--- src/rtl/fx2_pkg.sv ---
// Shared types and helpers for the FX2 stream arbiter: FSM encoding,
// default packet/timeout constants and byte-lane selection.
package fx2_pkg;

    typedef enum logic [2:0] {
        ST_IDLE   = 3'd0,
        ST_BYTE0  = 3'd1,
        ST_BYTE1  = 3'd2,
        ST_BYTE2  = 3'd3,
        ST_BYTE3  = 3'd4,
        ST_PKTEND = 3'd5
    } fx2_state_t;

    localparam int DEF_PKT_BYTES = 512;
    localparam int DEF_TIMEOUT   = 4800;

    // True while a latched word is being shifted out, i.e. slwr_n is low.
    function automatic logic is_word_state(input fx2_state_t st);
        is_word_state = (st == ST_BYTE0) || (st == ST_BYTE1) ||
                        (st == ST_BYTE2) || (st == ST_BYTE3);
    endfunction

    // Little-endian lane for the byte presented in a given BYTEn state.
    function automatic logic [7:0] byte_lane(input logic [31:0] word, input fx2_state_t st);
        case (st)
            ST_BYTE1: byte_lane = word[15:8];
            ST_BYTE2: byte_lane = word[23:16];
            ST_BYTE3: byte_lane = word[31:24];
            default:  byte_lane = word[7:0];
        endcase
    endfunction

endpackage

--- src/rtl/fx2_stream_arbiter_if.sv ---
// Word-source handshakes plus the FX2 slave-FIFO write bus, bundled so the
// arbiter (master) and its environment (slave) share one port.
interface fx2_stream_arbiter_if;

    // srcN_valid/srcN_ready: a word moves in the cycle where both are 1 on the
    // rising clk edge; a source holds data and valid stable until that cycle and
    // ready may be asserted without valid never implying a transfer.
    logic [31:0] src0_data;
    logic        src0_valid;
    logic        src0_ready;
    logic [31:0] src1_data;
    logic        src1_valid;
    logic        src1_ready;

    logic        flag_full_n;
    logic [7:0]  fd;
    logic        slwr_n;
    logic        pktend_n;
    logic        slrd_n;
    logic        sloe_n;
    logic [1:0]  fifoadr;

    modport master (
        input  src0_data, src0_valid, src1_data, src1_valid, flag_full_n,
        output src0_ready, src1_ready, fd, slwr_n, pktend_n, slrd_n, sloe_n, fifoadr
    );

    modport slave (
        output src0_data, src0_valid, src1_data, src1_valid, flag_full_n,
        input  src0_ready, src1_ready, fd, slwr_n, pktend_n, slrd_n, sloe_n, fifoadr
    );

endinterface

--- src/rtl/fx2_rr_arb2.sv ---
// Two-requester round-robin arbiter: on contention the requester not granted
// last wins; the history only moves when a grant is actually used.
module fx2_rr_arb2 (
    input  logic       clk,
    input  logic       rst_n,
    input  logic [1:0] req,
    input  logic       advance,
    output logic [1:0] grant
);

    // 1 = requester 1 was granted most recently, so requester 0 is favoured.
    logic r_last;

    always_comb begin
        grant = 2'b00;
        case (req)
            2'b01:   grant = 2'b01;
            2'b10:   grant = 2'b10;
            2'b11:   grant = r_last ? 2'b01 : 2'b10;
            default: grant = 2'b00;
        endcase
    end

    always_ff @(posedge clk or negedge rst_n) begin
        if (!rst_n) begin
            r_last <= 1'b1;
        end else if (advance) begin
            r_last <= grant[1];
        end
    end

endmodule

--- src/rtl/fx2_stream_arbiter.sv ---
// Streams two 32-bit word sources into an FX2 slave FIFO one byte per clock,
// committing short packets on flush or after an idle timeout.
module fx2_stream_arbiter
    import fx2_pkg::*;
#(
    parameter int         PKT_BYTES = DEF_PKT_BYTES,
    parameter int         TIMEOUT   = DEF_TIMEOUT,
    parameter logic [1:0] EP_ADDR   = 2'b00
) (
    input  logic                 clk,
    input  logic                 reset_n,
    input  logic                 enable,
    input  logic                 flush,
    fx2_stream_arbiter_if.master bus,
    output logic                 busy,
    output logic [15:0]          pktend_count,
    output fx2_state_t           dbg_state,
    output logic [10:0]          dbg_byte_cnt
);

    localparam int CNT_W  = $clog2(PKT_BYTES);
    localparam int IDLE_W = $clog2(TIMEOUT + 1);

    fx2_state_t        r_state;
    fx2_state_t        w_next_state;
    logic              r_run;
    logic [31:0]       r_word;
    logic [CNT_W-1:0]  r_byte_cnt;
    logic [IDLE_W-1:0] r_idle_cnt;
    logic              r_flush_lat;
    logic [7:0]        r_fd;
    logic              r_slwr_n;
    logic              r_pktend_n;
    logic              r_busy;
    logic [15:0]       r_pktend_count;

    logic              w_in_word;
    logic              w_next_in_word;
    logic              w_cnt_nz;
    logic              w_timeout;
    logic              w_pending;
    logic              w_window;
    logic              w_xfer;
    logic              w_go_pktend;
    logic [1:0]        w_req;
    logic [1:0]        w_grant;
    logic [31:0]       w_sel_data;
    logic [31:0]       w_next_word;

    assign w_in_word      = is_word_state(r_state);
    assign w_next_in_word = is_word_state(w_next_state);
    assign w_cnt_nz       = (r_byte_cnt != '0);
    assign w_timeout      = (r_idle_cnt == IDLE_W'(TIMEOUT));

    // A commit only means something while the FX2 holds uncommitted bytes.
    assign w_pending = (flush || r_flush_lat || w_timeout) && w_cnt_nz;

    // r_run keeps ready low until the first clock after reset release.
    assign w_window = r_run && enable && bus.flag_full_n && !w_pending &&
                      ((r_state == ST_IDLE) || (r_state == ST_BYTE3));

    assign w_req       = {bus.src1_valid, bus.src0_valid} & {2{w_window}};
    assign w_xfer      = |w_grant;
    assign w_sel_data  = w_grant[1] ? bus.src1_data : bus.src0_data;
    assign w_next_word = w_xfer ? w_sel_data : r_word;
    assign w_go_pktend = (r_state == ST_IDLE) && w_pending && bus.flag_full_n;

    fx2_rr_arb2 u_arb (
        .clk     (clk),
        .rst_n   (reset_n),
        .req     (w_req),
        .advance (w_xfer),
        .grant   (w_grant)
    );

    always_comb begin
        w_next_state = r_state;
        case (r_state)
            ST_IDLE: begin
                if (w_go_pktend) begin
                    w_next_state = ST_PKTEND;
                end else if (w_xfer) begin
                    w_next_state = ST_BYTE0;
                end
            end
            ST_BYTE0:  w_next_state = ST_BYTE1;
            ST_BYTE1:  w_next_state = ST_BYTE2;
            ST_BYTE2:  w_next_state = ST_BYTE3;
            ST_BYTE3:  w_next_state = w_xfer ? ST_BYTE0 : ST_IDLE;
            ST_PKTEND: w_next_state = ST_IDLE;
            default:   w_next_state = ST_IDLE;
        endcase
    end

    always_ff @(posedge clk or negedge reset_n) begin
        if (!reset_n) begin
            r_state <= ST_IDLE;
            r_run   <= 1'b0;
            r_word  <= '0;
        end else begin
            r_state <= w_next_state;
            r_run   <= 1'b1;
            if (w_xfer) begin
                r_word <= w_sel_data;
            end
        end
    end

    // Bus outputs are launched from the next state so they line up with it.
    always_ff @(posedge clk or negedge reset_n) begin
        if (!reset_n) begin
            r_fd           <= '0;
            r_slwr_n       <= 1'b1;
            r_pktend_n     <= 1'b1;
            r_busy         <= 1'b0;
            r_pktend_count <= '0;
        end else begin
            r_slwr_n   <= !w_next_in_word;
            r_pktend_n <= !w_go_pktend;
            r_busy     <= (w_next_state != ST_IDLE);
            if (w_next_in_word) begin
                r_fd <= byte_lane(w_next_word, w_next_state);
            end
            if (w_go_pktend) begin
                r_pktend_count <= r_pktend_count + 16'd1;
            end
        end
    end

    always_ff @(posedge clk or negedge reset_n) begin
        if (!reset_n) begin
            r_byte_cnt  <= '0;
            r_idle_cnt  <= '0;
            r_flush_lat <= 1'b0;
        end else begin
            // Power-of-two width makes the wrap match FX2 auto-commit.
            if (w_go_pktend) begin
                r_byte_cnt <= '0;
            end else if (w_in_word) begin
                r_byte_cnt <= r_byte_cnt + CNT_W'(1);
            end

            if (w_go_pktend || w_xfer || !w_cnt_nz) begin
                r_idle_cnt <= '0;
            end else if ((r_state == ST_IDLE) && !w_timeout) begin
                r_idle_cnt <= r_idle_cnt + IDLE_W'(1);
            end

            if (w_go_pktend) begin
                r_flush_lat <= 1'b0;
            end else if (flush && (w_in_word || w_xfer || w_cnt_nz)) begin
                r_flush_lat <= 1'b1;
            end else if (((r_state == ST_IDLE) || (r_state == ST_PKTEND)) &&
                         !w_cnt_nz && !w_xfer) begin
                r_flush_lat <= 1'b0;
            end
        end
    end

    assign bus.src0_ready = w_grant[0];
    assign bus.src1_ready = w_grant[1];
    assign bus.fd         = r_fd;
    assign bus.slwr_n     = r_slwr_n;
    assign bus.pktend_n   = r_pktend_n;
    assign bus.slrd_n     = 1'b1;
    assign bus.sloe_n     = 1'b1;
    assign bus.fifoadr    = EP_ADDR;

    assign busy         = r_busy;
    assign pktend_count = r_pktend_count;
    assign dbg_state    = r_state;
    assign dbg_byte_cnt = 11'(r_byte_cnt);

endmodule

--- src/flat_wrapper.sv ---
// flat-port wrapper written by rule: the top's interface ports become plain ports
module fx2_stream_arbiter_flat import fx2_pkg::*;
#(
    parameter int         PKT_BYTES = DEF_PKT_BYTES,
    parameter int         TIMEOUT   = DEF_TIMEOUT,
    parameter logic [1:0] EP_ADDR   = 2'b00
)
  (clk, reset_n, enable, flush, busy, pktend_count, dbg_state, dbg_byte_cnt, bus_src0_data, bus_src0_valid, bus_src1_data, bus_src1_valid, bus_flag_full_n, bus_src0_ready, bus_src1_ready, bus_fd, bus_slwr_n, bus_pktend_n, bus_slrd_n, bus_sloe_n, bus_fifoadr);
  fx2_stream_arbiter_if bus_i ();
  input  logic clk;
  input  logic reset_n;
  input  logic enable;
  input  logic flush;
  output logic busy;
  output logic [15:0] pktend_count;
  output fx2_state_t dbg_state;
  output logic [10:0] dbg_byte_cnt;
  input wire logic [$bits(bus_i.src0_data)-1:0] bus_src0_data;
  input wire logic [$bits(bus_i.src0_valid)-1:0] bus_src0_valid;
  input wire logic [$bits(bus_i.src1_data)-1:0] bus_src1_data;
  input wire logic [$bits(bus_i.src1_valid)-1:0] bus_src1_valid;
  input wire logic [$bits(bus_i.flag_full_n)-1:0] bus_flag_full_n;
  output wire logic [$bits(bus_i.src0_ready)-1:0] bus_src0_ready;
  output wire logic [$bits(bus_i.src1_ready)-1:0] bus_src1_ready;
  output wire logic [$bits(bus_i.fd)-1:0] bus_fd;
  output wire logic [$bits(bus_i.slwr_n)-1:0] bus_slwr_n;
  output wire logic [$bits(bus_i.pktend_n)-1:0] bus_pktend_n;
  output wire logic [$bits(bus_i.slrd_n)-1:0] bus_slrd_n;
  output wire logic [$bits(bus_i.sloe_n)-1:0] bus_sloe_n;
  output wire logic [$bits(bus_i.fifoadr)-1:0] bus_fifoadr;
  assign bus_i.src0_data = bus_src0_data;
  assign bus_i.src0_valid = bus_src0_valid;
  assign bus_i.src1_data = bus_src1_data;
  assign bus_i.src1_valid = bus_src1_valid;
  assign bus_i.flag_full_n = bus_flag_full_n;
  assign bus_src0_ready = bus_i.src0_ready;
  assign bus_src1_ready = bus_i.src1_ready;
  assign bus_fd = bus_i.fd;
  assign bus_slwr_n = bus_i.slwr_n;
  assign bus_pktend_n = bus_i.pktend_n;
  assign bus_slrd_n = bus_i.slrd_n;
  assign bus_sloe_n = bus_i.sloe_n;
  assign bus_fifoadr = bus_i.fifoadr;
  fx2_stream_arbiter #(.PKT_BYTES(PKT_BYTES), .TIMEOUT(TIMEOUT), .EP_ADDR(EP_ADDR)) u_core (.clk(clk), .reset_n(reset_n), .enable(enable), .flush(flush), .bus(bus_i), .busy(busy), .pktend_count(pktend_count), .dbg_state(dbg_state), .dbg_byte_cnt(dbg_byte_cnt));
endmodule
--- config.mk ---
export PLATFORM = sky130hd
export DESIGN_NAME = fx2_stream_arbiter_flat
export DESIGN_NICKNAME = d
export VERILOG_FILES = /design/src/rtl/fx2_pkg.sv /design/src/rtl/fx2_stream_arbiter_if.sv /design/src/rtl/fx2_rr_arb2.sv /design/src/rtl/fx2_stream_arbiter.sv /design/src/flat_wrapper.sv
export SDC_FILE = /design/constraint.sdc
export NUM_CORES = 1
export LEC_CHECK = 0
export CORE_MARGIN = 2
export CORE_UTILIZATION = 45
export CTS_CLUSTER_DIAMETER = 30
export DETAILED_ROUTE_END_ITERATION = 8
export PLACE_DENSITY = 0.76
export SYNTH_ARGS = -nofsm -noshare
export SYNTH_HDL_FRONTEND = slang
export SYNTH_SLANG_ARGS = --single-unit
--- constraint.sdc ---
create_clock -name clk -period 2.61 [get_ports clk]
set_input_delay 0.3915 -clock clk [delete_from_list [all_inputs] [get_ports clk]]
set_output_delay 0.3915 -clock clk [all_outputs]
set_load 0.01 [all_outputs]
==> metrics.md <==
| Metric | Value |
|---|---|
| Critical Path Start Type | `register` |
| RD Place Congestion | `0.831` |
| Layout area overhead | `39.9%` |
| Compound-Gate Fraction of Synth Area | `17.0%` |
| Num ports | `118` |
| CTS Buffer Depth | `2` |
| Area leader, netlist | `dfrtp_1` |
| # port buffers | `111` |
| CTS H-tree lvls | `3` |
| First-pass GRT wire length | `18100 um` |
| Worst-case clock skew | `0.00775 ns` |
| R2R cell count | `9` |
| Post-synthesis cell type count | `59` |
| Status | `finished clean` |
| Util after Layout | `65.0%` |
| GRT Total Usage | `22.5%` |
| Clock slew at the register clock pins of the worst setup and hold paths | `0.09 ns` |
| Pwr Density | `910 mW/mm^2` |
| Drt initial violations | `188` |
| Fin. max-slew vios | `0` |
| CP required | `2.22 ns` |
| Via count | `3776` |
| Measured slew at the worst slew-check pin | `0.832 ns` |
| Post-Synth Simple-Gate Area | `19.4%` |
| CP arrival | `2.13 ns` |
| Vias in the first global route | `3718` |
| Final Hold Vio Count | `0` |
| XOR/XNOR Fraction of Synth Area | `6.93%` |
| Final worst-path cycle share | `96.4%` |
| Avg Vias per Cell | `5.35` |
| Crit path max fanout | `3` |
| Largest family of logic cells by synthesized area | `simple AND/OR/NAND/NOR gates` |
| Final wirelength | `11200 um` |
| Post-Syn Area | `0.00430 sq mm` |
| Largest net degree at the start of global routing | `54` |
| Grt total ovfl | `0` |
| Post-DP HPWL | `8320 um` |
| Lkg Pwr | `0.00259 uW` |
| Routed WL per cell | `15.8 um` |
| Die H | `102 um` |
| MaxCap Viol Count | `0` |
| Post-Synth Adder-Cell Area | `1.46%` |
| End of the worst register-to-register path | `u_core.bus.fd[4]` |
| Cells after Synth | `438` |
| Initial Util | `46.5%` |
| Area contributors post-synth | `dfrtp_1 (44%), nor2_1 (5.2%), xnor2_1 (4.5%), nand2_1 (3.8%), xor2_1 (2.4%)` |
| Design area | `0.00601 sq mm` |
| Crit Path Category | `reg -> out` |
| Worst slew margin | `44.3%` |
| Mux cell area share after synthesis | `3.18%` |
| Nets | `648` |
| Seq/Total Area, Yosys | `46.1%` |
| Initial antenna violation count | `0` |
| Num rows | `35` |
| First-pass iteration count of the detailed router | `5` |
| Worst hold path class | `in -> async` |
| Core area | `0.00924 sq mm` |
| RSZ-0062 raised after global routing | `true` |
| # clock sinks | `79` |
| Root buf cell | `clkbuf_8` |
| Post-synth EDFFs | `0` |
| Tmin final | `2.52 ns` |
| Total power | `5470 uW` |
| Total Die Area | `0.0103 sq mm` |
| CTS tree | `done` |
| Top cell type's share of synthesized area | `44.3%` |
| Maximum clock rate | `397 MHz` |
| Antenna cell count | `0` |
| Share of post-route cells with drive strength above 1 | `16.8%` |
| Worst skew pair latency | `0.36 ns` |
| Worst setup EP type | `output pin` |
| CTS buffer count | `9` |
| Syn Area/Cell | `9.81 sq um` |
| Max VDD drop | `0.473 mV` |
| Fillcell total | `726` |
| Post-synth ARST share | `100%` |
| Seq cells post-synth | `79` |
| Post-Place Cell Area | `0.00568 sq mm` |
| Fin Setup TNS | `0 ns` |
| # DRC | `0` |
| Footprint of the multi-input gates | `0.00214 sq mm` |
| Setup-failing EPs final | `0` |
| Top FF cell, synth | `dfrtp_1` |
| Yosys Warn Count | `0` |
| R2r setup slk | `0.09 ns` |
| Die X | `102 um` |
| Antenna-violating nets left | `0` |
| Critical R2R Launch | `u_core.r_idle_cnt[1]` |
| Reg area | `0.00198 sq mm` |
-- cells by family after synthesis --
| logic type | Yosys count |
|---|---|
| AO/OA/AOI/OAI | 89 |
| multiplexers | 13 |
| AND/OR/NAND/NOR | 169 |
| XOR/XNOR | 34 |
| flip-flops | 79 |
| adder cells (fa/ha/maj) | 5 |
| other | 2 |
| buffers and inverters | 47 |
-- cells in the mapped netlist, types with 7 or more instances --
cell type   n
a21oi_1    11
and3_1      9
buf_2      11
buf_4       9
clkbuf_1   10
dfrtp_1    76
inv_1      13
mux2i_1     8
nand2_1    43
nand3_1    19
nor2_1     59
nor3_1      8
o21ai_0    13
o22ai_1     7
xnor2_1    22
xor2_1     12
-- what timing repair did --
item / in CTS / in global routing
setup buffers: 3 / 2
endpoints found under the setup margin: 4 / 33
hold buffers: 0 / 0
resized for setup: 6 / 18
pin swaps: 2 / 4
hold endpoints to repair: 0 / 0
-- how the worst max path moves through the flow --
stage               cells past startpoint                to                  from
floorplan                               9    bus_src1_ready  u_core.r_byte_cnt[0]
global placement                        6    bus_src1_ready       bus_flag_full_n
detailed placement                      8  u_core.bus.fd[1]       bus_flag_full_n
CTS                                     8    bus_src1_ready  u_core.r_idle_cnt[1]
global route                            9  u_core.bus.fd[3]  u_core.r_idle_cnt[1]
finish                                  7    bus_src0_ready  u_core.r_idle_cnt[1]
-- flip-flops by register name (all words and copies together) (netlist names) --
signal / flops
u_core.bus.fd: 8
u_core.bus.pktend_n: 1
u_core.bus.slwr_n: 1
u_core.busy: 1
u_core.dbg_state: 3
u_core.pktend_count: 16
u_core.r_byte_cnt: 9
u_core.r_flush_lat: 1
u_core.r_idle_cnt: 13
u_core.r_run: 1
u_core.r_word: 24
u_core.u_arb.r_last: 1
-- per-layer routing --
layer	GRT usage, %	up-vias	share of wire [%]
met5	0	-	0
met4	10.4	0	2.2
met3	3.38	19	4.7
met2	35.0	124	50
met1	31.1	1833	44
li1	-	1800	-
-- area by class of cell --
type	count	area share (%)
multi-input combinational	317	35.6
sequential	79	33.0
timing repair buffer	151	24.1
tap	129	2.69
clock buffer	9	2.06
clock inverter	7	1.75
inverter	14	0.875
-- critical path, cell delays in order, from the launching register on --
cell             delay [ns]
dfrtp_1                0.39
inv_1                  0.06
ha_1                   0.15
or4b_4                 0.48
a22oi_4                0.17
a21o_1                 0.19
inv_2                  0.07
clkdlybuf4s15_1        0.25
-- per-stage QoR --
step,std cells,setup slack (ns),hold WS [ns]
finish,706,0.0929,0.0702
global route,706,-0.0235,0.119
CTS,704,-0.00911,0.0794
detailed placement,685,-0.104,0.467
global placement,685,-0.0350,0.457
floorplan,443,0.235,0.0959
-- cells in the final DEF (no fill, tap or decap), types with 6 or more instances in the layout --
cell	n
nand2_1	43
buf_4	37
a31oi_1	6
xor2_1	12
a21o_1	6
xnor2_1	22
inv_1	12
and3_1	9
nor2_1	58
nand3_1	18
a21oi_1	11
conb_1	7
o21ai_0	13
o22ai_1	7
clkbuf_8	9
nor3_1	8
mux2i_1	8
clkdlybuf4s50_1	108
dfrtp_1	75
nand4_1	6
-- report_power, final --
group          internal (uW)  switching [uW]  leakage, uW
clock                    552             499     0.000112
combinational           1300            1270      0.00148
sequential              1610             239      0.00100
Power figures use the tool's default switching activity.
